===== src/rtl/serial_adder.sv =====
// rtl/serial_adder.sv - bit-serial adder/subtractor
// One full-adder slice and a carry flop, reused LSB-first over WIDTH clocks.
module serial_adder #(
  parameter int WIDTH = 8
) (
  input  logic             clk,
  input  logic             rst_n,
  input  logic             start,
  input  logic             sub,
  input  logic             cin,
  input  logic [WIDTH-1:0] a,
  input  logic [WIDTH-1:0] b,
  output logic             busy,
  output logic             done,
  output logic [WIDTH-1:0] sum,
  output logic             carry,
  output logic             overflow
);

  localparam int CW = (WIDTH > 2) ? $clog2(WIDTH) : 1;

  typedef enum logic [1:0] {IDLE, RUN, DONE} state_t;

  state_t           state, state_next;
  logic [WIDTH-1:0] a_sh, b_sh, s_sh;
  logic             c;
  logic [CW-1:0]    cnt;
  logic             bit_s, bit_c, last;

  assign bit_s = a_sh[0] ^ b_sh[0] ^ c;
  assign bit_c = (a_sh[0] & b_sh[0]) | (a_sh[0] & c) | (b_sh[0] & c);
  assign last  = (cnt == CW'(WIDTH - 1));

  assign busy = (state != IDLE);
  assign done = (state == DONE);

  always_comb begin
    state_next = state;
    case (state)
      IDLE:    if (start) state_next = RUN;
      RUN:     if (last) state_next = DONE;
      DONE:    state_next = IDLE;
      default: state_next = IDLE;
    endcase
  end

  always_ff @(posedge clk) begin
    if (!rst_n) begin
      state    <= IDLE;
      a_sh     <= '0;
      b_sh     <= '0;
      s_sh     <= '0;
      c        <= 1'b0;
      cnt      <= '0;
      sum      <= '0;
      carry    <= 1'b0;
      overflow <= 1'b0;
    end else begin
      state <= state_next;
      case (state)
        IDLE: begin
          if (start) begin
            // Subtraction is a + ~b + 1: invert B and force the initial carry.
            a_sh <= a;
            b_sh <= sub ? ~b : b;
            c    <= sub ? 1'b1 : cin;
            cnt  <= '0;
          end
        end
        RUN: begin
          a_sh <= {1'b0, a_sh[WIDTH-1:1]};
          b_sh <= {1'b0, b_sh[WIDTH-1:1]};
          s_sh <= {bit_s, s_sh[WIDTH-1:1]};
          c    <= bit_c;
          cnt  <= cnt + 1'b1;
          if (last) begin
            // On the MSB step c is still the carry into the MSB.
            sum      <= {bit_s, s_sh[WIDTH-1:1]};
            carry    <= bit_c;
            overflow <= c ^ bit_c;
          end
        end
        default: ;
      endcase
    end
  end

endmodule


===== config.mk =====
export PLATFORM = sky130hd
export DESIGN_NAME = serial_adder
export DESIGN_NICKNAME = d
export VERILOG_FILES = /design/src/rtl/serial_adder.sv
export SDC_FILE = /design/constraint.sdc
export NUM_CORES = 1
export LEC_CHECK = 0
export ABC_AREA = 1
export CORE_ASPECT_RATIO = 1.2
export CORE_UTILIZATION = 48
export CTS_BUF_LIST = sky130_fd_sc_hd__clkbuf_4 sky130_fd_sc_hd__clkbuf_8
export DETAILED_ROUTE_END_ITERATION = 6
export GPL_TIMING_DRIVEN = 0
export PLACE_DENSITY = 0.79
export SLEW_MARGIN = 20
export SYNTH_ARGS = -nofsm -noshare
export SYNTH_HDL_FRONTEND = slang
export SYNTH_SLANG_ARGS = --single-unit
export TNS_END_PERCENT = 50

===== constraint.sdc =====
create_clock -name clk -period 1.2 [get_ports clk]
set_input_delay 0.24 -clock clk [delete_from_list [all_inputs] [get_ports clk]]
set_output_delay 0.24 -clock clk [all_outputs]
set_load 0.05 [all_outputs]

==> flow_metrics.py, run 1 <==
metrics = {
    "yosys": {
        "synth_edf_count": 0,
        "synth_nets": 277,
        "ys_async_sr_fraction": 0,
        "synth_ff_type": "dfxtp_1",
        "synth_top_area_cell": "dfxtp_1",
        "ys_ff_latch": 39,
        "synth_top_area_share": 0.440,
        "syn_avg_cell_area_sq_um": 7.01,
        "synth-seq-area-share": 0.440,
        "synth_cells": 253,
        "synthTopCellsByArea": "dfxtp_1 (44%), nand2_1 (12%), nand3_1 (9.3%)",
        "netlist_area_sq_um": 1770,
        "yosys_warnings": 0,
        "synth_cell_types": 23,
    },
    "worst_hold_path": {
        "hold_path.startpoint": "rst_n",
        "min_path_cells": 3,
        "whs_endpoint": "cnt[0]",
        "hp-class": "in2reg",
    },
    "worst_setup_path": {
        "rr_worst_depth": 7,
        "cp_top_family": "flip-flops",
        "crit_slowest_cell": "dfxtp_4",
        "worstSetupPathType": "reg2out",
        "reg2reg_to": "overflow",
        "r2r_slack_ns": -0.01,
        "arrival_ns": 0.99,
        "worst_setup_path_end_kind": "output port",
        "worst-path-buf-inv": 2,
        "critical_path.max_stage_delay_ns": 0.37,
        "path_cells": "nor2_4 -> inv_2 -> buf_6",
        "worstPathMaxFanout": 3,
        "cp.required_ns": 0.96,
        "r2r-start": "cnt[1]",
        "startpoint_type": "flop",
    },
    "clock_network": {
        "h-tree-depth": 2,
        "clock-sinks": 39,
        "clk_latency_ns": 0.29,
        "cts_tree": "done",
        "cts_buffers": 5,
        "clkSlewWorstSetupHoldPaths_ns": 0.07,
        "cts-root-buf": "clkbuf_8",
        "clk_path_buf_depth": 2,
    },
    "sta": {
        "period_minus_slack_ns": 1.23,
        "finalSetupViolations": 6,
        "tightest_slew_ns": 0.498,
        "period_share": 1.03,
        "rsz0062_at_grt": "yes",
        "maxSlewHeadroom": 0.668,
        "drv_slew": 0,
        "max_freq_mhz": 811,
        "timing.hold.ws_ns": 0.264,
        "final.setup_skew_ns": 0.00542,
        "finalHoldViolCount": 0,
        "setup_slack_ns": -0.0329,
    },
    "die": {
        "start_util": 0.518,
        "core_area_sq_um": 3420,
        "dieArea_sq_um": 3940,
        "rows": 23,
        "die_w_microns": 57.5,
        "chipHeight_microns": 68.6,
        "io_pins": 33,
    },
    "detailed_routing": {
        "wl_met1_mm": 1.66,
        "drtIter0Drc": 60,
        "drc": 2,
        "via_count": 1691,
        "met3_length_microns": 156,
        "drtPass1Iterations": 6,
        "postRouteWirelength_mm": 3.97,
        "wl_per_cell_microns": 11.9,
        "viasPerCell": 5.06,
        "wl_met2_mm": 2.07,
        "final_antenna_net_count": 0,
        "top_layer_used": "met4",
    },
    "place": {
        "portBuffers": 29,
        "gp_congestion": 0.791,
        "dp_hpwl_mm": 2.69,
        "placed_cell_area_sq_um": 2120,
        "placed_cells": 319,
    },
    "finish": {
        "finalInstanceArea_sq_um": 2340,
        "fillers": 326,
        "drive_gt1_frac": 0.205,
        "num_antenna_cells": 0,
        "layout_commonest_cell": "nand2_1",
        "fin_nets": 320,
        "final_cell_count_no_fill": 334,
        "area_delta_synth_final_pct": 32.0,
        "most-common-layout-cells": "nand2_1 (56), nor2_1 (36), dfxtp_1 (35), nand3_1 (33), inv_1 (22)",
    },
    "global_route": {
        "gr-total-overflow": 0,
        "grt_max_degree": 13,
        "grt_pass1_vias": 1553,
        "grt_antenna_before_repair": 0,
        "grt_pass1_wl_mm": 6.71,
        "track_usage": 0.226,
    },
    "power_and_ir_drop": {
        "power_frac_comb": 0.136,
        "vdd_drop_max_uv": 1020,
        "p_sw_uw": 714,
        "pwr-share-seq": 0.479,
        "p_int_mw": 2.21,
        "p_per_area_nw_per_um2": 1250,
        "switching_share": 0.245,
        "clkPwrFrac": 0.385,
        "power.leakage_nw": 1.15,
    },
    "run_status": {
        "violations": "design-rule violations, negative setup slack",
        "outcome": "finished with violations",
    },
    "job": {
        "max_cap_viol_count": 0,
    },
}
==> kinds of logic after synthesis <==
family	count (synthesis)	synth area share
flip-flops	39	0.440
adder cells (fa/ha/maj)	3	0.0254
AO/OA/AOI/OAI	33	0.0932
XOR/XNOR	2	0.00988
AND/OR/NAND/NOR	137	0.325
buffers and inverters	39	0.107
==> worst min-delay path: cells and delay by family <==
family                 cells  cell delay, ns
buffers and inverters      1            0.15
AOI/OAI and AO/OA          2            0.13
==> how the worst max path moves through the flow <==
stage | startpoint | cells after the start | end | slack, ns
2_1_floorplan | cnt[0] | 7 | sum[0] | -0.01
5_1_grt | cnt[1] | 7 | overflow | -0.08
4_1_cts | state[1] | 3 | done | -0.03
6_report | state[1] | 3 | busy | -0.03
3_5_place_dp | state[0] | 3 | busy | -0.55
3_3_place_gp | state[0] | 3 | busy | -0.55
==> through the flow <==
step	setup TNS (ns)	worst slack (ns)	utilization	power, mW
after global placement	-3.89	-0.546	0.618	1.78
after global routing	-0.727	-0.0761	0.683	3.05
after detailed placement	-4.58	-0.552	0.618	1.79
after floorplan	-0.0471	-0.0112	-	1.66
final	-0.0917	-0.0329	0.683	2.92
after CTS	-0.315	-0.0346	0.669	2.93
==> cell type report <==
class                      instances  area (sq um)  share of cell area
buffer                            12          92.6              0.0396
clock buffer                       6          82.6              0.0353
clock inverter                     2          35.0              0.0150
inverter                          27           109              0.0465
multi-input combinational        175           887               0.379
sequential                        39           791               0.338
tap                               37          46.3              0.0198
timing repair buffer              36           297               0.127
==> routing by layer <==
layer,GRT usage,vias to the layer above
met3,0.0448,8
li1,-,880
met2,0.419,38
met4,0.101,0
met5,0,-
met1,0.251,765
==> registers in the layout, summed over array words and instances, names as in the netlist <==
signal,cells
cnt,3
b_sh,8
c,1
a_sh,8
s_sh,7
state,2
carry,1
overflow,1
sum,8
==> synthesized netlist by cell type (2+ instances only) <==
| master | n |
|---|---|
| a21oi_1 | 15 |
| buf_2 | 2 |
| nand2_1 | 58 |
| nor2_1 | 40 |
| buf_4 | 4 |
| nand2_2 | 2 |
| ha_1 | 2 |
| buf_6 | 3 |
| o21ai_0 | 16 |
| nand3_1 | 33 |
| dfxtp_1 | 39 |
| nor2_2 | 2 |
| o21ai_1 | 2 |
| clkbuf_1 | 2 |
| inv_1 | 25 |
==> repair_timing <==
| item | CTS | global route |
|---|---|---|
| pin swaps | 3 | 4 |
| resized for setup | 93 | 12 |
| gates cloned | 0 | 1 |
| buffers inserted | 6 | 1 |
| endpoints found under the setup margin | 34 | 31 |
| hold buffers | 0 | 0 |
==> power by group through the flow <==
stage / clock, mW / sequential (mW) / combinational (mW)
2_1_floorplan: 0 / 1.41 / 0.247
3_3_place_gp: 0 / 1.42 / 0.356
3_5_place_dp: 0 / 1.42 / 0.366
4_1_cts: 1.15 / 1.40 / 0.385
5_1_grt: 1.19 / 1.41 / 0.452
6_report: 1.12 / 1.40 / 0.397
No activity file was read; power rests on OpenSTA's default activity.
==> run 2: changes to the inputs <==
Settings changed: CORE_UTILIZATION 48 to 35, PLACE_DENSITY 0.79 to 0.61.
==> run 2 against run 1 <==
Effect of this change:
- the run ends with negative setup slack left
- highest routed layer unchanged
- worst hold slack got worse by 0.00060 ns
- total power fell by 4.3%
- maximum frequency is 1.5% lower
==> flow_metrics.py, run 2 (synthesis gave the netlist of run 1 again) <==
metrics = {
    "run_status": {
        "outcome": "finished with violations",
        "violations": "negative setup slack",
    },
    "clock_network": {
        "h-tree-depth": 2,
        "postCtsHoldBufs": 0,
        "clock-sinks": 39,
        "cts_buffers": 5,
        "clk_path_buf_depth": 2,
        "cts-root-buf": "clkbuf_8",
        "cts_tree": "done",
        "clkSlewWorstSetupHoldPaths_ns": 0.07,
        "clk_latency_ns": 0.30,
    },
    "detailed_routing": {
        "postRouteWirelength_mm": 4.08,
        "wl_met2_mm": 2.07,
        "drtIter0Drc": 90,
        "via_count": 1633,
        "drtPass1Iterations": 4,
        "final_antenna_net_count": 0,
        "viasPerCell": 4.54,
        "wl_per_cell_microns": 11.3,
        "met3_length_microns": 120,
        "drc": 0,
        "wl_met1_mm": 1.84,
        "top_layer_used": "met4",
    },
    "worst_setup_path": {
        "crit_slowest_cell": "dfxtp_2",
        "worstPathMaxFanout": 5,
        "path_cells": "ha_4 -> ha_4 -> nand2_4 -> nor2_4 -> buf_6 -> o21ai_1 -> a21oi_1",
        "worstSetupPathType": "reg2reg",
        "reg2reg_to": "sum[3]",
        "r2r-start": "cnt[0]",
        "rr_worst_depth": 7,
        "cp.required_ns": 1.43,
        "startpoint_type": "flop",
        "r2r_slack_ns": -0.05,
        "worst_setup_path_end_kind": "flop",
        "cp_common_cell": "ha_4",
        "arrival_ns": 1.48,
        "critical_path.max_stage_delay_ns": 0.36,
    },
    "finish": {
        "final_cell_count_no_fill": 360,
        "area_delta_synth_final_pct": 33.2,
        "layout_commonest_cell": "nand2_1",
        "top_regs": "a_sh: 8 flops, b_sh: 8 flops, sum: 8 flops",
        "drive_gt1_frac": 0.193,
        "fin_nets": 323,
        "most-common-layout-cells": "nand2_1 (57), nor2_1 (38), dfxtp_1 (35), nand3_1 (33), inv_1 (22)",
        "num_antenna_cells": 0,
        "finalInstanceArea_sq_um": 2360,
    },
    "global_route": {
        "grt_pass1_vias": 1484,
        "grt_pass1_wl_mm": 6.68,
        "gr-total-overflow": 0,
        "grt_antenna_before_repair": 0,
        "grt_max_degree": 12,
        "track_usage": 0.168,
    },
    "place": {
        "dp_hpwl_mm": 2.71,
        "portBuffers": 29,
        "placed_cells": 342,
        "placed_cell_area_sq_um": 2140,
        "gp_congestion": 0.741,
    },
    "die": {
        "dieArea_sq_um": 5360,
        "io_pins": 33,
        "core_area_sq_um": 4900,
        "rows": 28,
        "start_util": 0.361,
        "die_w_microns": 67.0,
        "chipHeight_microns": 80.0,
    },
    "sta": {
        "drv_slew": 0,
        "finalSetupViolations": 12,
        "rsz0062_at_grt": "yes",
        "finalHoldViolCount": 0,
        "maxSlewHeadroom": 0.696,
        "setup_slack_ns": -0.0516,
        "final.setup_skew_ns": 0.00835,
        "period_share": 1.04,
        "period_minus_slack_ns": 1.25,
        "tightest_slew_ns": 0.456,
        "max_freq_mhz": 799,
    },
    "worst_hold_path": {
        "min_path_cells": 3,
        "whs_endpoint": "s_sh[5]",
        "hp-class": "in2reg",
        "hold_path.startpoint": "rst_n",
    },
    "power_and_ir_drop": {
        "p_per_area_nw_per_um2": 1180,
        "vdd_drop_max_uv": 427,
        "power.leakage_nw": 1.16,
        "p_total_mw": 2.80,
    },
    "job": {
        "max_cap_viol_count": 0,
    },
}
-- run 2: cell count changes in the layout (fill, tap and decap cells not counted), sizes merged --
cell	change
clkinv	+1
inv	-1
bufinv	-1
buf	+2
clkbuf	+2
-- run 2: routing by layer --
| layer | up-vias | track usage |
|---|---|---|
| met3 | 5 | 0.0429 |
| li1 | 888 | - |
| met2 | 30 | 0.305 |
| met1 | 710 | 0.183 |
| met4 | 0 | 0.0574 |
| met5 | - | 0 |
-- run 2: cell type report --
| class | instances | area, sq um |
|---|---|---|
| Timing Repair Buffer | 38 | 322 |
| Buffer | 12 | 88.8 |
| Clock buffer | 8 | 104 |
| Tap cell | 60 | 75.1 |
| Inverter | 27 | 111 |
| Multi-Input combinational cell | 175 | 865 |
| Sequential cell | 39 | 791 |
| Fill cell | 512 | 2540 |
| Timing Repair inverter | 1 | 5.00 |
-- run 2: worst max path at each step --
stage | end | cells after the start | from | slack (ns)
global placement | busy | 3 | state[0] | -0.57
floorplan | sum[0] | 7 | cnt[0] | -0.01
CTS | sum[5] | 7 | cnt[1] | -0.06
finish | sum[3] | 7 | cnt[0] | -0.05
detailed placement | busy | 3 | state[0] | -0.56
global route | sum[2] | 7 | cnt[0] | -0.11
-- run 2: timing repair --
item                                   CTS  global route
pin swaps                                5             2
buffers inserted                         6             1
endpoints found under the hold margin    0             0
setup endpoints to repair               32            35
resized for setup                       96             6
cloned                                   1             2
-- run 2: worst max-delay path, delay by kind of cell, from the launching register on --
family,cells,cell delay (ns)
flip-flops,1,0.36
adder cells (fa/ha/maj),2,0.27
AND/OR/NAND/NOR,2,0.25
AO/OA/AOI/OAI,2,0.17
buffers and inverters,1,0.14
-- run 2: stage by stage --
step	util	hold slack, ns	setup TNS [ns]	worst slack, ns
finish	0.481	0.263	-0.468	-0.0516
global route	0.481	0.272	-1.93	-0.106
CTS	0.474	0.253	-0.552	-0.0575
detailed placement	0.437	0.450	-4.68	-0.564
global placement	0.437	0.451	-4.79	-0.567
floorplan	-	0.383	-0.0471	-0.0112
-- run 2: where the power goes --
| part | internal [mW] | switching (mW) | total, mW |
|---|---|---|---|
| logic | 0.176 | 0.212 | 0.388 |
| clock network | 0.547 | 0.463 | 1.01 |
| registers | 1.35 | 0.0432 | 1.40 |
| total | 2.08 | 0.719 | 2.80 |
==> variant: new RTL, settings of run 1 <==
Reset style: asynchronous (`rst_n`), changed in one clocked block.
--- a/src/rtl/serial_adder.sv
+++ b/src/rtl/serial_adder.sv
@@ -44,7 +44,7 @@
     endcase
   end
 
-  always_ff @(posedge clk) begin
+  always_ff @(posedge clk or negedge rst_n) begin
     if (!rst_n) begin
       state    <= IDLE;
       a_sh     <= '0;
Formal check against the unedited RTL: differs if rst_n is asserted again (counterexample within 4 cycles, from zero or initial values and one cycle with rst_n low); with rst_n held inactive, the same outputs for 10 cycles.
==> variant against run 1 <==
The flow still finishes with violations (DRC, setup timing). Sequential cell count did not move. Die area rose by 1.2%. Count of clock-buffer cells in the layout rose by 1. Cell count fell by 9.3%. Synthesized area rose by 1.3%. Critical path depth did not move. Routed wire length fell by 2.4%. First-iteration DRC count rose by 18%. Global-route usage rose by 0.57 points. Final area rose by 2.9%. Core utilization rose by 1.4 points. Setup slack got worse by 0.062 ns.
Power is not compared: it rests on default switching activity, and its combinational part moved more than twofold at a synthesized area within 25%.
==> variant: results <==
{
  "wl_per_cell_um": 12.80,
  "numCtsBuffers": 5,
  "synth.distinct_cells": 17,
  "place_area_mm2": 0.002175,
  "drt_iter0_markers": 71,
  "fin_tns_setup_ns": -0.9071,
  "routed_wl_mm": 3.879,
  "grt_pass1_vias": 1571,
  "synth_compound_area_share_pct": 3.972,
  "final_nets": 289,
  "slowest_delay_ns": 0.41,
  "reg_top3": "a_sh: 8 flops, b_sh: 8 flops, sum: 8 flops",
  "arrival_ns": 1.05,
  "grt_max_degree": 24,
  "crit_end": "busy",
  "via_per_inst": 5.277,
  "setup_violations": 27,
  "yosysSeqAreaShare_pct": 54.36,
  "placedCellCount": 284,
  "place_ws_ns": -0.5135,
  "ir_worst_vdd_mv": 0.8540,
  "fin_ws_ns": -0.09490,
  "drc": 2,
  "grt_pass1_wl_mm": 6.741,
  "yosys-top-cells-area": "dfrtp_1, nand2_1, nand3_1, inv_1, o21ai_0",
  "synth-xor-area-share_pct": 0.9756,
  "synth_fa_ha_area_share_pct": 2.509,
  "synth_nets": 240,
  "hpwl_mm": 2.604,
  "clock_skew_ns": 0.006552,
  "async_flop_share_pct": 100.0,
  "syn_inst": 216,
  "leakage_nw": 1.250,
  "synth.area.mux_share_pct": 0,
  "ff2ff_path_depth": 7,
  "status": "finished with violations",
  "rr_startpoint": "state[0]",
  "place_congestion": 0.7378,
  "violations": "DRC, setup timing",
  "ff2ff_setup_slack_ns": -0.05,
  "crit_start": "state[1]",
  "rr_endpoint": "sum[5]",
  "ys.flop_type": "dfrtp_1",
  "antenna_found_initial": 0,
  "clock_latency_ns": 0.30,
  "max_slew_margin_pct": 71.42,
  "synthTopCellsByCount": "nand2_1, nand3_1, dfrtp_1",
  "port_buffers": 30,
  "hold_path.class": "in2reg",
  "cp_slowest_cell": "dfrtp_1",
  "htree_levels": 2,
  "synth_top_family_by_area": "simple AND/OR/NAND/NOR gates",
  "drive_gt1_share_pct": 22.18,
  "grt_use_total_pct": 23.17
}
variant: cell count changes after synthesis, moves of 2 or more:
| cell | delta |
|---|---|
| dfrtp_1 | +39 |
| dfxtp_1 | -39 |
| nor2_1 | -38 |
| nand2_1 | +24 |
| a21oi_1 | -15 |
| nand3_1 | +10 |
| o21ai_0 | -8 |
| inv_1 | -7 |
| buf_2 | +4 |
| o21ai_1 | +3 |
| buf_6 | -2 |
| clkbuf_1 | -2 |
variant: area by class of cell:
| class | count | area, µm² |
|---|---|---|
| plain buffers | 10 | 86.33 |
| fillers | 285 | 1045 |
| well taps | 37 | 46.29 |
| clock inverters | 1 | 7.507 |
| repair buffers | 42 | 377.9 |
| flip-flops and latches | 39 | 977.2 |
| inverters | 18 | 67.56 |
| clock buffers | 7 | 96.34 |
| multi-input cells | 149 | 749.5 |
variant: worst min path at each step:
stage / startpoint / to / slack, ns / depth (start not counted)
after floorplan: rst_n / a_sh[0] / -0.06 / 0
after CTS: start / a_sh[2] / 0.30 / 3
after detailed placement: rst_n / sum[3] / 0.20 / 1
final: start / a_sh[2] / 0.31 / 3
after global placement: s_sh[1] / sum[0] / 0.45 / 2
after global routing: start / a_sh[2] / 0.33 / 3
variant: timing repair:
action                                  CTS  global route
buffers inserted                          7             1
gates cloned                              1             1
endpoints found under the setup margin   48            40
hold buffers                              1             0
gates resized for setup                  77            24
pin swaps                                 5             4
hold endpoints to repair                 16             0
variant: power by group:
part	internal, W	total [W]	switching (W)
combinational	0.00103	0.00272	0.00168
sequential	0.00185	0.00216	0.000318
clock	0.000523	0.000991	0.000468
variant: metal layers:
layer / track usage, % / wire length, µm / share of wire [%]
met1: 26.03 / 1691 / 44
met2: 39.51 / 1951 / 50
met5: 0 / 0 / 0
met3: 6.343 / 183 / 4.7
met4: 13.99 / 52 / 1.3
